## src/rtl/cfg_loader_pkg.sv

```systemverilog
// Shared types and defaults for the configuration scan-chain loader.
// A default chain is one SB: WIDTH*4*2 bits.
package cfg_loader_pkg;

    typedef enum logic [2:0] {
        IDLE      = 3'd0,
        WAIT_WORD = 3'd1,
        SHIFT     = 3'd2,
        VERIFY    = 3'd3,
        DONE      = 3'd4
    } state_t;

    function automatic int sb_chain_len(input int width);
        return width * 4 * 2;
    endfunction

    localparam int SB_WIDTH_DEF  = 32;
    localparam int CHAIN_LEN_DEF = sb_chain_len(SB_WIDTH_DEF);

endpackage

```

## src/rtl/cfg_word_serializer.sv

```systemverilog
// Holds one configuration word and emits its top nbits MSB-first.
// Everything stalls while en is low.
module cfg_word_serializer #(
    parameter int WORD_W = 32,
    parameter int NB_W   = $clog2(WORD_W + 1)
) (
    input  logic              clk,
    input  logic              rst,
    input  logic              en,
    input  logic              load,
    input  logic              shift,
    input  logic [WORD_W-1:0] word,
    input  logic [NB_W-1:0]   nbits,
    output logic              bit_out,
    output logic              last
);

    logic [WORD_W-1:0] shreg;
    logic [NB_W-1:0]   remain;

    always_ff @(posedge clk) begin
        if (rst) begin
            shreg  <= '0;
            remain <= '0;
        end else if (en) begin
            if (load) begin
                shreg  <= word;
                remain <= nbits;
            end else if (shift) begin
                shreg  <= shreg << 1;
                remain <= remain - NB_W'(1);
            end
        end
    end

    assign bit_out = shreg[WORD_W-1];
    assign last    = (remain == NB_W'(1));

endmodule

```

## src/rtl/cfg_chain_loader.sv

```systemverilog
// Feeds configuration words serially into a scan chain, MSB-first.
// Define CFG_READBACK_EN to add a rotate-and-count VERIFY pass.
module cfg_chain_loader
    import cfg_loader_pkg::*;
#(
    parameter int WORD_W    = 32,
    parameter int CHAIN_LEN = CHAIN_LEN_DEF
) (
    input  logic              clk,
    input  logic              rst,
    input  logic              en,
    input  logic              start,
    input  logic [WORD_W-1:0] word_in,
    input  logic              word_valid,
    output logic              word_ready,
    output logic              cfg_data_out,
    output logic              cfg_en_out,
    input  logic              cfg_chain_return,
    output logic              busy,
    output logic              done,
    output logic              error
);

    localparam int BIT_CNT_W = $clog2(CHAIN_LEN + 1);
    localparam int NB_W      = $clog2(WORD_W + 1);

    state_t               state;
    logic [BIT_CNT_W-1:0] bit_cnt;
    logic [NB_W-1:0]      nbits;
    logic                 accept;
    logic                 shifting;
    logic                 ser_bit;
    logic                 ser_last;
    logic                 last_bit;
    int                   rem;

    assign accept   = en && (state == WAIT_WORD) && word_valid;
    assign shifting = en && (state == SHIFT);
    assign last_bit = (bit_cnt == BIT_CNT_W'(CHAIN_LEN - 1));

    // The final word may carry more bits than the chain still needs.
    always_comb begin
        rem   = CHAIN_LEN - int'(bit_cnt);
        nbits = NB_W'(WORD_W);
        if (rem < WORD_W) nbits = NB_W'(rem);
    end

    cfg_word_serializer #(
        .WORD_W (WORD_W),
        .NB_W   (NB_W)
    ) u_ser (
        .clk     (clk),
        .rst     (rst),
        .en      (en),
        .load    (accept),
        .shift   (shifting),
        .word    (word_in),
        .nbits   (nbits),
        .bit_out (ser_bit),
        .last    (ser_last)
    );

`ifdef CFG_READBACK_EN
    logic [BIT_CNT_W-1:0] load_ones;
    logic [BIT_CNT_W-1:0] rb_ones;
    logic                 error_q;

    always_ff @(posedge clk) begin
        if (rst) begin
            state     <= IDLE;
            bit_cnt   <= '0;
            load_ones <= '0;
            rb_ones   <= '0;
            error_q   <= 1'b0;
        end else if (en) begin
            unique case (state)
                IDLE, DONE: begin
                    if (start) begin
                        state     <= WAIT_WORD;
                        bit_cnt   <= '0;
                        load_ones <= '0;
                        rb_ones   <= '0;
                        error_q   <= 1'b0;
                    end
                end
                WAIT_WORD: begin
                    if (word_valid) state <= SHIFT;
                end
                SHIFT: begin
                    bit_cnt   <= bit_cnt + BIT_CNT_W'(1);
                    load_ones <= load_ones + BIT_CNT_W'(ser_bit);
                    if (ser_last) begin
                        if (last_bit) begin
                            state   <= VERIFY;
                            bit_cnt <= '0;
                        end else begin
                            state <= WAIT_WORD;
                        end
                    end
                end
                VERIFY: begin
                    bit_cnt <= bit_cnt + BIT_CNT_W'(1);
                    rb_ones <= rb_ones + BIT_CNT_W'(cfg_chain_return);
                    if (last_bit) begin
                        state   <= DONE;
                        error_q <= load_ones !=
                                   (rb_ones + BIT_CNT_W'(cfg_chain_return));
                    end
                end
                default: state <= IDLE;
            endcase
        end
    end

    assign error      = error_q;
    assign cfg_en_out = en && ((state == SHIFT) || (state == VERIFY));
    assign busy       = (state == WAIT_WORD) || (state == SHIFT)
                     || (state == VERIFY);

    // Rotating the tail back in leaves the loaded pattern intact.
    always_comb begin
        cfg_data_out = 1'b0;
        if (state == SHIFT)  cfg_data_out = ser_bit;
        if (state == VERIFY) cfg_data_out = cfg_chain_return;
    end
`else
    logic unused_ret;

    assign unused_ret = cfg_chain_return;

    always_ff @(posedge clk) begin
        if (rst) begin
            state   <= IDLE;
            bit_cnt <= '0;
        end else if (en) begin
            unique case (state)
                IDLE, DONE: begin
                    if (start) begin
                        state   <= WAIT_WORD;
                        bit_cnt <= '0;
                    end
                end
                WAIT_WORD: begin
                    if (word_valid) state <= SHIFT;
                end
                SHIFT: begin
                    bit_cnt <= bit_cnt + BIT_CNT_W'(1);
                    if (ser_last) state <= last_bit ? DONE : WAIT_WORD;
                end
                default: state <= IDLE;
            endcase
        end
    end

    assign error        = 1'b0;
    assign cfg_en_out   = en && (state == SHIFT);
    assign cfg_data_out = (state == SHIFT) && ser_bit;
    assign busy         = (state == WAIT_WORD) || (state == SHIFT);
`endif

    assign word_ready = en && (state == WAIT_WORD);
    assign done       = (state == DONE);

endmodule
```

## config.mk

```make
export PLATFORM = sky130hd
export DESIGN_NAME = cfg_chain_loader
export DESIGN_NICKNAME = d
export VERILOG_FILES = /design/src/rtl/cfg_loader_pkg.sv /design/src/rtl/cfg_word_serializer.sv /design/src/rtl/cfg_chain_loader.sv
export SDC_FILE = /design/constraint.sdc
export NUM_CORES = 1
export LEC_CHECK = 0
export CAP_MARGIN = 15
export CORE_MARGIN = 1.5
export CORE_UTILIZATION = 54
export DETAILED_ROUTE_END_ITERATION = 6
export GPL_TIMING_DRIVEN = 0
export PLACE_DENSITY = 0.76
export SYNTH_ARGS = -nofsm -noshare
export SYNTH_HDL_FRONTEND = slang
export SYNTH_HIERARCHICAL = 1
export SYNTH_SLANG_ARGS = --single-unit
```

## constraint.sdc

```tcl
create_clock -name clk -period 2.64 [get_ports clk]
set_input_delay 0.264 -clock clk [delete_from_list [all_inputs] [get_ports clk]]
set_output_delay 0.264 -clock clk [all_outputs]
set_load 0.02 [all_outputs]
```

**Word-level counts from Yosys, hierarchy flattened**

Cells that the tools add are included.

- Output and inout bits: 6
- Word-level logic and storage cells: 40
- Register bits: 50
- Bits of input ports: 38

- Add/subtract/negate cells: 3
- Reductions and logical operators: 12
- Equality and inequality tests: 8
- Magnitude comparators: 1
- Multiplexer cells: 12

Operators by type and width:

| kind | count |
|---|---|
| 32-bit 2-to-1 mux | 2 |
| 6-bit 2-to-1 mux | 3 |
| 9-bit case mux with 2 select lines | 1 |
| 3-bit 2-to-1 mux | 4 |
| 10-bit by 7-bit less-than comparator with 1-bit output, second input constant | 1 |
| 9-bit by 9-bit subtractor with 10-bit output, first input constant | 1 |
| 9-bit by 1-bit adder with 9-bit output, second input constant | 1 |
| 9-bit by 8-bit == test with 1-bit output, second input constant | 1 |
| 9-bit 2-to-1 mux | 1 |
| 3-bit case mux with 3 select lines | 1 |
| 6-bit by 1-bit == test with 1-bit output, second input constant | 1 |
| 2-bit != test, second input constant | 3 |
| 6-bit by 1-bit subtractor with 6-bit output, second input constant | 1 |
| 1-bit logical AND | 4 |
| 4-bit AND reduction | 1 |
| 2-bit nonzero test | 2 |
| 3-bit by 1-bit == test with 1-bit output, second input constant | 1 |
| 3-bit by 2-bit == test with 1-bit output, second input constant | 1 |
| 3-bit == test, second input constant | 1 |
| 3-bit zero test | 1 |
| 3-bit AND reduction | 1 |
| 2-bit AND reduction | 1 |
| 2-bit OR reduction | 1 |
| 1-bit logical OR | 1 |

**Longest topological paths before layout**

Gate-level depths: netlist (run 1).

- Depth after elaboration: 5
- Depth in mapped cells: 9
- Mapped depth without buffers: 9

**Modules after synthesis**

Netlist (run 1), hierarchy kept.

By module, submodules not included:

| module | cells an instance | times used | seq. area each (um^2) | area each (um^2) |
|---|---|---|---|---|
| cfg_word_serializer | 192 | 1 | 760.7 | 1968.1 |
| cfg_chain_loader | 110 | 1 | 240.2 | 872.1 |

**Worst setup path before layout (run 1)**

OpenSTA, ideal clock, no wires.

- Kind: flip-flop to flip-flop
- Start point: register bit_cnt[0]
- End point: register state[0]
- Buffers on the path: 0
- Cell stages (with the launch flop): 10
- Library setup time: 0.071 ns
- Clock period less this slack: 2.033 ns
- Path slack: 0.607 ns
- Required time: 2.569 ns
- Arrival time: 1.962 ns
- Cells stage by stage: dfxtp_1 -> ha_1 -> and3_1 -> and3_1 -> and3_1 -> ha_1 -> nor3b_1 -> mux2i_1 -> or3_1 -> a21oi_1

- Cells in the longest elaborated chain, start to end: 4

RTL lines:

| item | RTL line | RTL |
|---|---|---|
| start: declaration | cfg_chain_loader.sv:28 | `logic [BIT_CNT_W-1:0] bit_cnt;` |
| start signal: assignment | cfg_chain_loader.sv:147 | `bit_cnt <= bit_cnt + BIT_CNT_W'(1);` |
| 9-bit by 8-bit == test with 1-bit output | cfg_chain_loader.sv:39 | `assign last_bit = (bit_cnt == BIT_CNT_W'(CHAIN_LEN - 1));` |
| 3-bit 2-to-1 mux (2 in a row) | cfg_chain_loader.sv:148 | `if (ser_last) state <= last_bit ? DONE : WAIT_WORD;` |
| 3-bit case mux with 3 select lines | cfg_chain_loader.sv:136 | `unique case (state)` |
| end signal: assignment | cfg_chain_loader.sv:148 |  |
| end: declaration | cfg_chain_loader.sv:27 | `state_t state;` |

Every way passes these cells. The select of a mux whose other input is x is not followed.
A chain may end at the register's enable or synchronous reset.

**Worst setup path after layout (run 1)**

- Start point: input port en
- End point: output port cfg_en_out

- Cells in the longest elaborated chain, start to end: 1

RTL lines:

| item | RTL line | RTL |
|---|---|---|
| start: declaration | cfg_chain_loader.sv:11 | `input logic en,` |
| 1-bit logical AND | cfg_chain_loader.sv:156 | `assign cfg_en_out = en && (state == SHIFT);` |
| end: declaration | cfg_chain_loader.sv:17 | `output logic cfg_en_out,` |

Every way passes these cells.

==> summary.txt, run 1 <==
Logic synthesis
  • Fraction of registers with async set/reset: 0%
  • Distinct cells, synth: 57
  • Synth warn: 6
  • EDFF count, synth: 0
  • Main synth FF type: dfxtp_1
  • Post-synth net total: 345
  • Mapped Area: 0.00284 mm2
  • Seq cells post-synth: 50
  • Sequential-to-total area share from yosys stat: 35.2%
  • Mean area per synthesized cell: 9.40 um2
  • Cells after Synth: 302

Final layout
  • Share of layout cells above drive strength 1: 17.7%
  • Post-layout util: 68.6%
  • P&R area growth vs syn: 22.6%
  • Commonest non-fill, non-tap cell in the layout: nor2_1
  • Final nets: 393
  • Layout fillers: 426
  • Most frequent cells in the layout: nor2_1 (51), dfxtp_1 (50), clkdlybuf4s50_1 (41)
  • Antenna cells: 0

CTS
  • H-tree depth: 2
  • CTS tree: built
  • Clock Sinks: 50
  • CTS hold repair buffers: 0
  • Reg clk slew, reported paths: 80 ps
  • TritonCTS buffer count: 5
  • Clock root cell: clkbuf_8
  • Worst skew pair latency: 310 ps
  • Longest Clk Path Bufs: 2
  • Post-CTS resize count: 0
  • Post-CTS Setup Inserts: 0

STA
  • Final hold vios: 0
  • Fin crit period: 2300 ps
  • Actual slew at the worst max-slew pin: 658 ps
  • Fmax: 434 MHz
  • Setup slack after layout: 337 ps
  • Max Slew Vio Count: 0
  • Finish-stage setup viols: 0
  • Relative slew slack: 56.1%
  • Final critical-path share of the clock period: 87.2%
  • RSZ-0062 raised after global routing: false
  • Setup_tns: 0 ps
  • Final Skew: 13.6 ps

Power
  • Sw Ratio: 21.5%
  • Pint: 1280 uW
  • Clk pwr share: 40.5%
  • Power share of the sequential group: 47.8%
  • Net switching power: 350 uW
  • Pleak: 0.00113 uW
  • Power consumption: 1630 uW
  • Combinational Power Share: 11.7%
  • Worst VDD drop: 0.347 mV
  • Power per cell area: 467 mW/mm2

Die
  • Core area: 0.00507 mm2
  • # IOs: 44
  • Die X: 75.5 um
  • Initial Util: 56.0%
  • Die Ht: 75.5 um
  • Cell Rows: 26
  • Die area: 0.00570 mm2

Setup path
  • Reg2reg path depth: 9
  • CP max stage cell: clkdlybuf4s50_1
  • CP endpoint kind: output port
  • Worst stage delay on the critical path: 660 ps
  • Class of the most critical setup path: in2out
  • Critical Path Most Common Cell: clkdlybuf4s50_1
  • CP required: 2380 ps
  • Largest fanout on the critical path: 14
  • CP arrival: 2040 ps
  • Critical path, cell by cell: clkdlybuf4s50_1 -> nand4bb_4 -> buf_6 -> inv_2 -> clkdlybuf4s50_1
  • Startpoint types: input pin

Global routing
  • Initial antenna violation count: 0
  • GRT Total Usage: 20.6%
  • First-pass GRT wire length: 9140 um
  • Largest net degree at the start of global routing: 16
  • GRT overflow: 0
  • Number of global-route vias before repair: 2065

Flow run
  • Max Cap Violations: 0

Place
  • IO buf count: 41
  • RD Place Congestion: 0.834
  • Hpwl dp: 4090 um
  • Worst slack, placed: 292 ps

Detailed routing
  • Via density per instance: 5.51
  • Drt pass-1 iters: 4
  • Antenna viol nets, final: 0
  • Initial DRC count: 84
  • Vias: 2319
  • # DRC: 0
  • Routed len/inst: 13.4 um
  • Detailed Route WL: 5650 um

Run status
  • Status: complete, no violations

Worst hold path
  • Min-Delay Path Class: reg2reg
  • Hold Path Stages: 2
==> cells by family (layout without fill, tap and decap cells) <==
| logic type | after synthesis | after routing | share of synthesized area (%) |
|---|---|---|---|
| AO/OA/AOI/OAI | 74 | 74 | 22.5 |
| XOR/XNOR | 5 | 5 | 1.54 |
| adder cells (fa/ha/maj) | 5 | 5 | 2.20 |
| buffers and inverters | 36 | 85 | 7.49 |
| flip-flops | 50 | 50 | 35.2 |
| multiplexers | 32 | 32 | 11.3 |
| other | 1 | 1 | 0.132 |
| AND/OR/NAND/NOR | 99 | 99 | 19.6 |
==> path summary, 6_finish.rpt <==
path,startpoint,to,slack [ps]
worst max register to register,bit_cnt[0],state[0],440
worst min register to register,u_ser/remain[4],u_ser/remain[4],500
worst max-delay path,en,cfg_en_out,340
worst min-delay path,u_ser/remain[4],u_ser/remain[4],500
==> stage by stage <==
stage          instance area, um2  instances  hold WS [ps]
5_1_grt                      3480        421           530
3_5_place_dp                 3340        413           485
4_1_cts                      3480        421           504
3_3_place_gp                 3340        413           476
6_report                     3480        421           504
2_1_floorplan                2840        302           365
==> synthesized netlist by cell type, types with 3 or more instances <==
cell	instances	share of area, %
nor2_1	51	6.7
buf_6	5	2.0
dfxtp_1	50	35
nor3_1	5	0.88
mux2i_1	32	11
xor2_1	3	0.93
inv_1	10	1.3
nor3b_1	5	1.3
nand2_1	5	0.66
o21ai_0	4	0.70
nand3_1	6	1.1
a211oi_2	23	10
buf_4	7	1.9
and3_1	4	0.88
a21oi_1	15	2.6
ha_1	5	2.2
o31ai_1	3	0.79
o21ai_1	4	0.70
a211oi_1	10	2.6
buf_2	8	1.4
==> final cells by class <==
cell class	count	area (um2)	area share, %
Multi-Input combinational cell	216	1630	46.7
Sequential cell	50	1000	28.8
Timing Repair Buffer	41	410	11.8
Buffer	25	171	4.92
Tap cell	70	87.6	2.52
Clock buffer	6	82.6	2.37
Clock inverter	2	60.1	1.73
Inverter	11	41.3	1.19
==> registers in the layout (all words and copies together) (netlist names) <==
name,count
u_ser/shreg,32
bit_cnt,9
u_ser/remain,6
state,3
==> routing by layer <==
layer / up-vias / part of all wire, % / track usage, % / wire (um)
met3: 8 / 4.9 / 4.23 / 276
met1: 1068 / 50 / 28.7 / 2820
li1: 1188 / - / - / -
met5: - / 0 / 0 / 0
met4: 0 / 1.1 / 5.95 / 61
met2: 55 / 44 / 32.5 / 2490
==> worst max-delay path: cells and delay by family <==
| family | cells | cell delay, ps |
|---|---|---|
| buffers and inverters | 4 | 1640 |
| and+or+nand+nor | 1 | 130 |
==> power by group through the flow <==
| stage | Combinational, uW | Sequential, uW | Clock (uW) |
|---|---|---|---|
| final | 190 | 778 | 658 |
| after global routing | 207 | 780 | 696 |
| after CTS | 191 | 778 | 670 |
| after detailed placement | 190 | 796 | 0 |
| after global placement | 188 | 795 | 0 |
| after floorplan | 109 | 793 | 0 |
(Power assumes the default switching activity.)
==> run 2: changes to the inputs <==
==> constraint.sdc (replaced) <==
create_clock -name clk -period 2.64 [get_ports clk]
set_input_delay 0.528 -clock clk [delete_from_list [all_inputs] [get_ports clk]]
set_output_delay 0.528 -clock clk [all_outputs]
set_load 0.02 [all_outputs]
==> run 2 against run 1 <==
Clock-buffer cell count unchanged. Critical endpoint unchanged. Total power about the same. Critical path depth unchanged. Combinational power about the same. Sequential share of layout area about the same. Highest routed layer unchanged. Flip-flop and latch count unchanged. Design area about the same. Routed wire length up 0.19%. Setup slack worse by 240 ps. Clock power about the same. Non-clock buffer count unchanged. Clock skew about the same.
==> summary.txt, run 2 (synthesis results as in run 1) <==
Setup path
  • Critical R2R Launch: bit_cnt[0]
  • Worst stage delay on the critical path: 620 ps (-40 ps)
  • Class of the most critical setup path: in2out
  • CP delay by family, top: buffers and inverters
  • R2R setup slack: 440 ps (about the same)
  • CP max stage cell: clkdlybuf4s50_1
  • Reg2reg path depth: 9 (unchanged)
  • Startpoint types: input pin
  • Reg-to-Reg End: state[0]
  • Critical path, cell by cell: clkdlybuf4s50_1 -> nand4bb_4 -> buf_6 -> inv_2 -> dlygate4sd2_1
  • Largest fanout on the critical path: 14 (unchanged)
  • WP buf/inv: 4 (unchanged)
  • CP endpoint kind: output port
  • CP arrival: 2010 ps (-30 ps)
  • CP required: 2110 ps (-270 ps)

Die
  • Die Ht: 75.5 um (unchanged)
  • Cell Rows: 26 (unchanged)
  • Die area: 0.00570 mm2 (unchanged)
  • Die X: 75.5 um (unchanged)
  • Initial Util: 56.0% (unchanged)
  • Core area: 0.00507 mm2 (unchanged)
  • # IOs: 44 (unchanged)

Detailed routing
  • Routed len/inst: 13.4 um (+0.19%)
  • Antenna viol nets, final: 0 (unchanged)
  • Initial DRC count: 84 (unchanged)
  • # DRC: 0 (unchanged)
  • Drt pass-1 iters: 4 (unchanged)
  • Detailed Route WL: 5660 um (+0.19%)
  • Via density per instance: 5.52 (+0.22%)
  • Vias: 2324 (+0.22%)

Worst hold path
  • Worst hold start: u_ser/remain[4]
  • Worst hold endpoint: u_ser/remain[4]
  • Hold Path Stages: 2 (unchanged)
  • Min-Delay Path Class: reg2reg

STA
  • Finish-stage setup viols: 0 (unchanged)
  • Fmax: 393 MHz (-9.4%)
  • RSZ-0062 raised after global routing: false
  • Max Slew Vio Count: 0 (unchanged)
  • Fin crit period: 2540 ps (+240 ps)
  • Final hold vios: 0 (unchanged)
  • Final Skew: 13.6 ps (-0.0239 ps)
  • Actual slew at the worst max-slew pin: 658 ps (+0.00393 ps)
  • Final critical-path share of the clock period: 96.3% (+9.1 points)
  • Relative slew slack: 56.1% (about the same)

Power
  • Net switching power: 350 uW (about the same)
  • Pleak: 0.00114 uW (+0.42%)
  • Clk pwr share: 40.5% (about the same)
  • Combinational Power Share: 11.7% (about the same)
  • Power consumption: 1630 uW (about the same)
  • Power per cell area: 467 mW/mm2 (about the same)
  • Worst VDD drop: 0.347 mV (about the same)
  • Sw Ratio: 21.6% (about the same)
  • Pint: 1280 uW (about the same)
  • Power share of the sequential group: 47.8% (about the same)

Final layout
  • Layout fillers: 427 (+0.23%)
  • Most flop-heavy register: u_ser/shreg
  • Max FFs per register: 32 (unchanged)
  • Most frequent cells in the layout: nor2_1 (51), dfxtp_1 (50), clkdlybuf4s50_1 (40)
  • Commonest non-fill, non-tap cell in the layout: nor2_1
  • Post-layout util: 68.6% (about the same)
  • Multi-input logic area: 0.00163 mm2 (unchanged)
  • FF/Latch Area: 0.00100 mm2 (unchanged)
  • Top flop regs: u_ser/shreg (32), bit_cnt (9), u_ser/remain (6)
  • Final nets: 393 (unchanged)
  • P&R area growth vs syn: 22.5% (about the same)
  • Share of layout cells above drive strength 1: 17.7% (unchanged)
  • Antenna cells: 0 (unchanged)

CTS
  • CTS hold repair buffers: 0 (unchanged)
  • H-tree depth: 2 (unchanged)
  • Worst skew pair latency: 310 ps (about the same)
  • CTS tree: built
  • Reg clk slew, reported paths: 80 ps (about the same)
  • Clock Sinks: 50 (unchanged)
  • TritonCTS buffer count: 5 (unchanged)
  • Post-CTS Setup Inserts: 0 (unchanged)
  • Clock root cell: clkbuf_8
  • Post-CTS resize count: 1 (+1)
  • Longest Clk Path Bufs: 2 (unchanged)

Global routing
  • Initial antenna violation count: 0 (unchanged)
  • GRT overflow: 0 (unchanged)
  • GRT Total Usage: 20.6% (unchanged)
  • Number of global-route vias before repair: 2065 (unchanged)
  • First-pass GRT wire length: 9140 um (unchanged)
  • Largest net degree at the start of global routing: 16 (unchanged)

Place
  • IO buf count: 41 (unchanged)
  • RD Place Congestion: 0.834 (unchanged)
  • Hpwl dp: 4090 um (unchanged)

Run status
  • Status: complete, no violations

Flow run
  • Max Cap Violations: 0 (unchanged)
[run 2: changes by cell type in the layout (fill, tap and decap cells not counted)]
cell	previous run	this run
dlygate4sd2_1	0	1
clkdlybuf4s50_1	41	40
[run 2: worst reg2reg max path, delay by kind of cell (launching register included)]
family / cells / cell delay, ps
adder cells (fa/ha/maj): 2 / 440
AO/OA/AOI/OAI: 1 / 150
AND/OR/NAND/NOR: 5 / 1090
flip-flops: 1 / 370
multiplexers: 1 / 90
[run 2: worst max path at each step]
stage               start  depth (start not counted)    endpoint
4_1_cts                en                          3  word_ready
6_report               en                          5  cfg_en_out
2_1_floorplan  bit_cnt[0]                          9    state[0]
3_5_place_dp           en                          5  cfg_en_out
5_1_grt                en                          5  cfg_en_out
3_3_place_gp           en                          5  cfg_en_out
[run 2: area by class of cell]
class,count,share of cell area [%]
Multi-Input combinational cell,216,46.7
Clock inverter,2,1.73
Inverter,11,1.19
Clock buffer,6,2.37
Sequential cell,50,28.8
Buffer,25,4.93
Tap cell,70,2.52
Timing Repair Buffer,41,11.8
[run 2: power by group through the flow]
stage | Combinational [uW] | Sequential [uW] | Clock [uW]
after global routing | 207 | 780 | 696
after floorplan | 109 | 793 | 0
after detailed placement | 190 | 796 | 0
after CTS | 191 | 778 | 670
after global placement | 188 | 795 | 0
final | 190 | 778 | 658
[run 2: routing by layer]
metal | track usage [%] | vias to the layer above | part of all wire [%]
met5 | 0 | - | 0
met4 | 5.95 | 0 | 1.0
met3 | 4.23 | 6 | 4.8
met2 | 32.5 | 54 | 44
met1 | 28.7 | 1076 | 50
li1 | - | 1188 | -
[run 2: stage by stage]
step                hold slack, ps  setup TNS, ps  instances  worst slack [ps]  area (um2)
floorplan                      453              0        302               607        2840
global placement               476           -200        413              -200        3340
detailed placement             485           -187        413              -187        3340
CTS                            504              0        421              79.4        3480
global route                   530              0        421              17.5        3480
finish                         504              0        421              97.3        3480
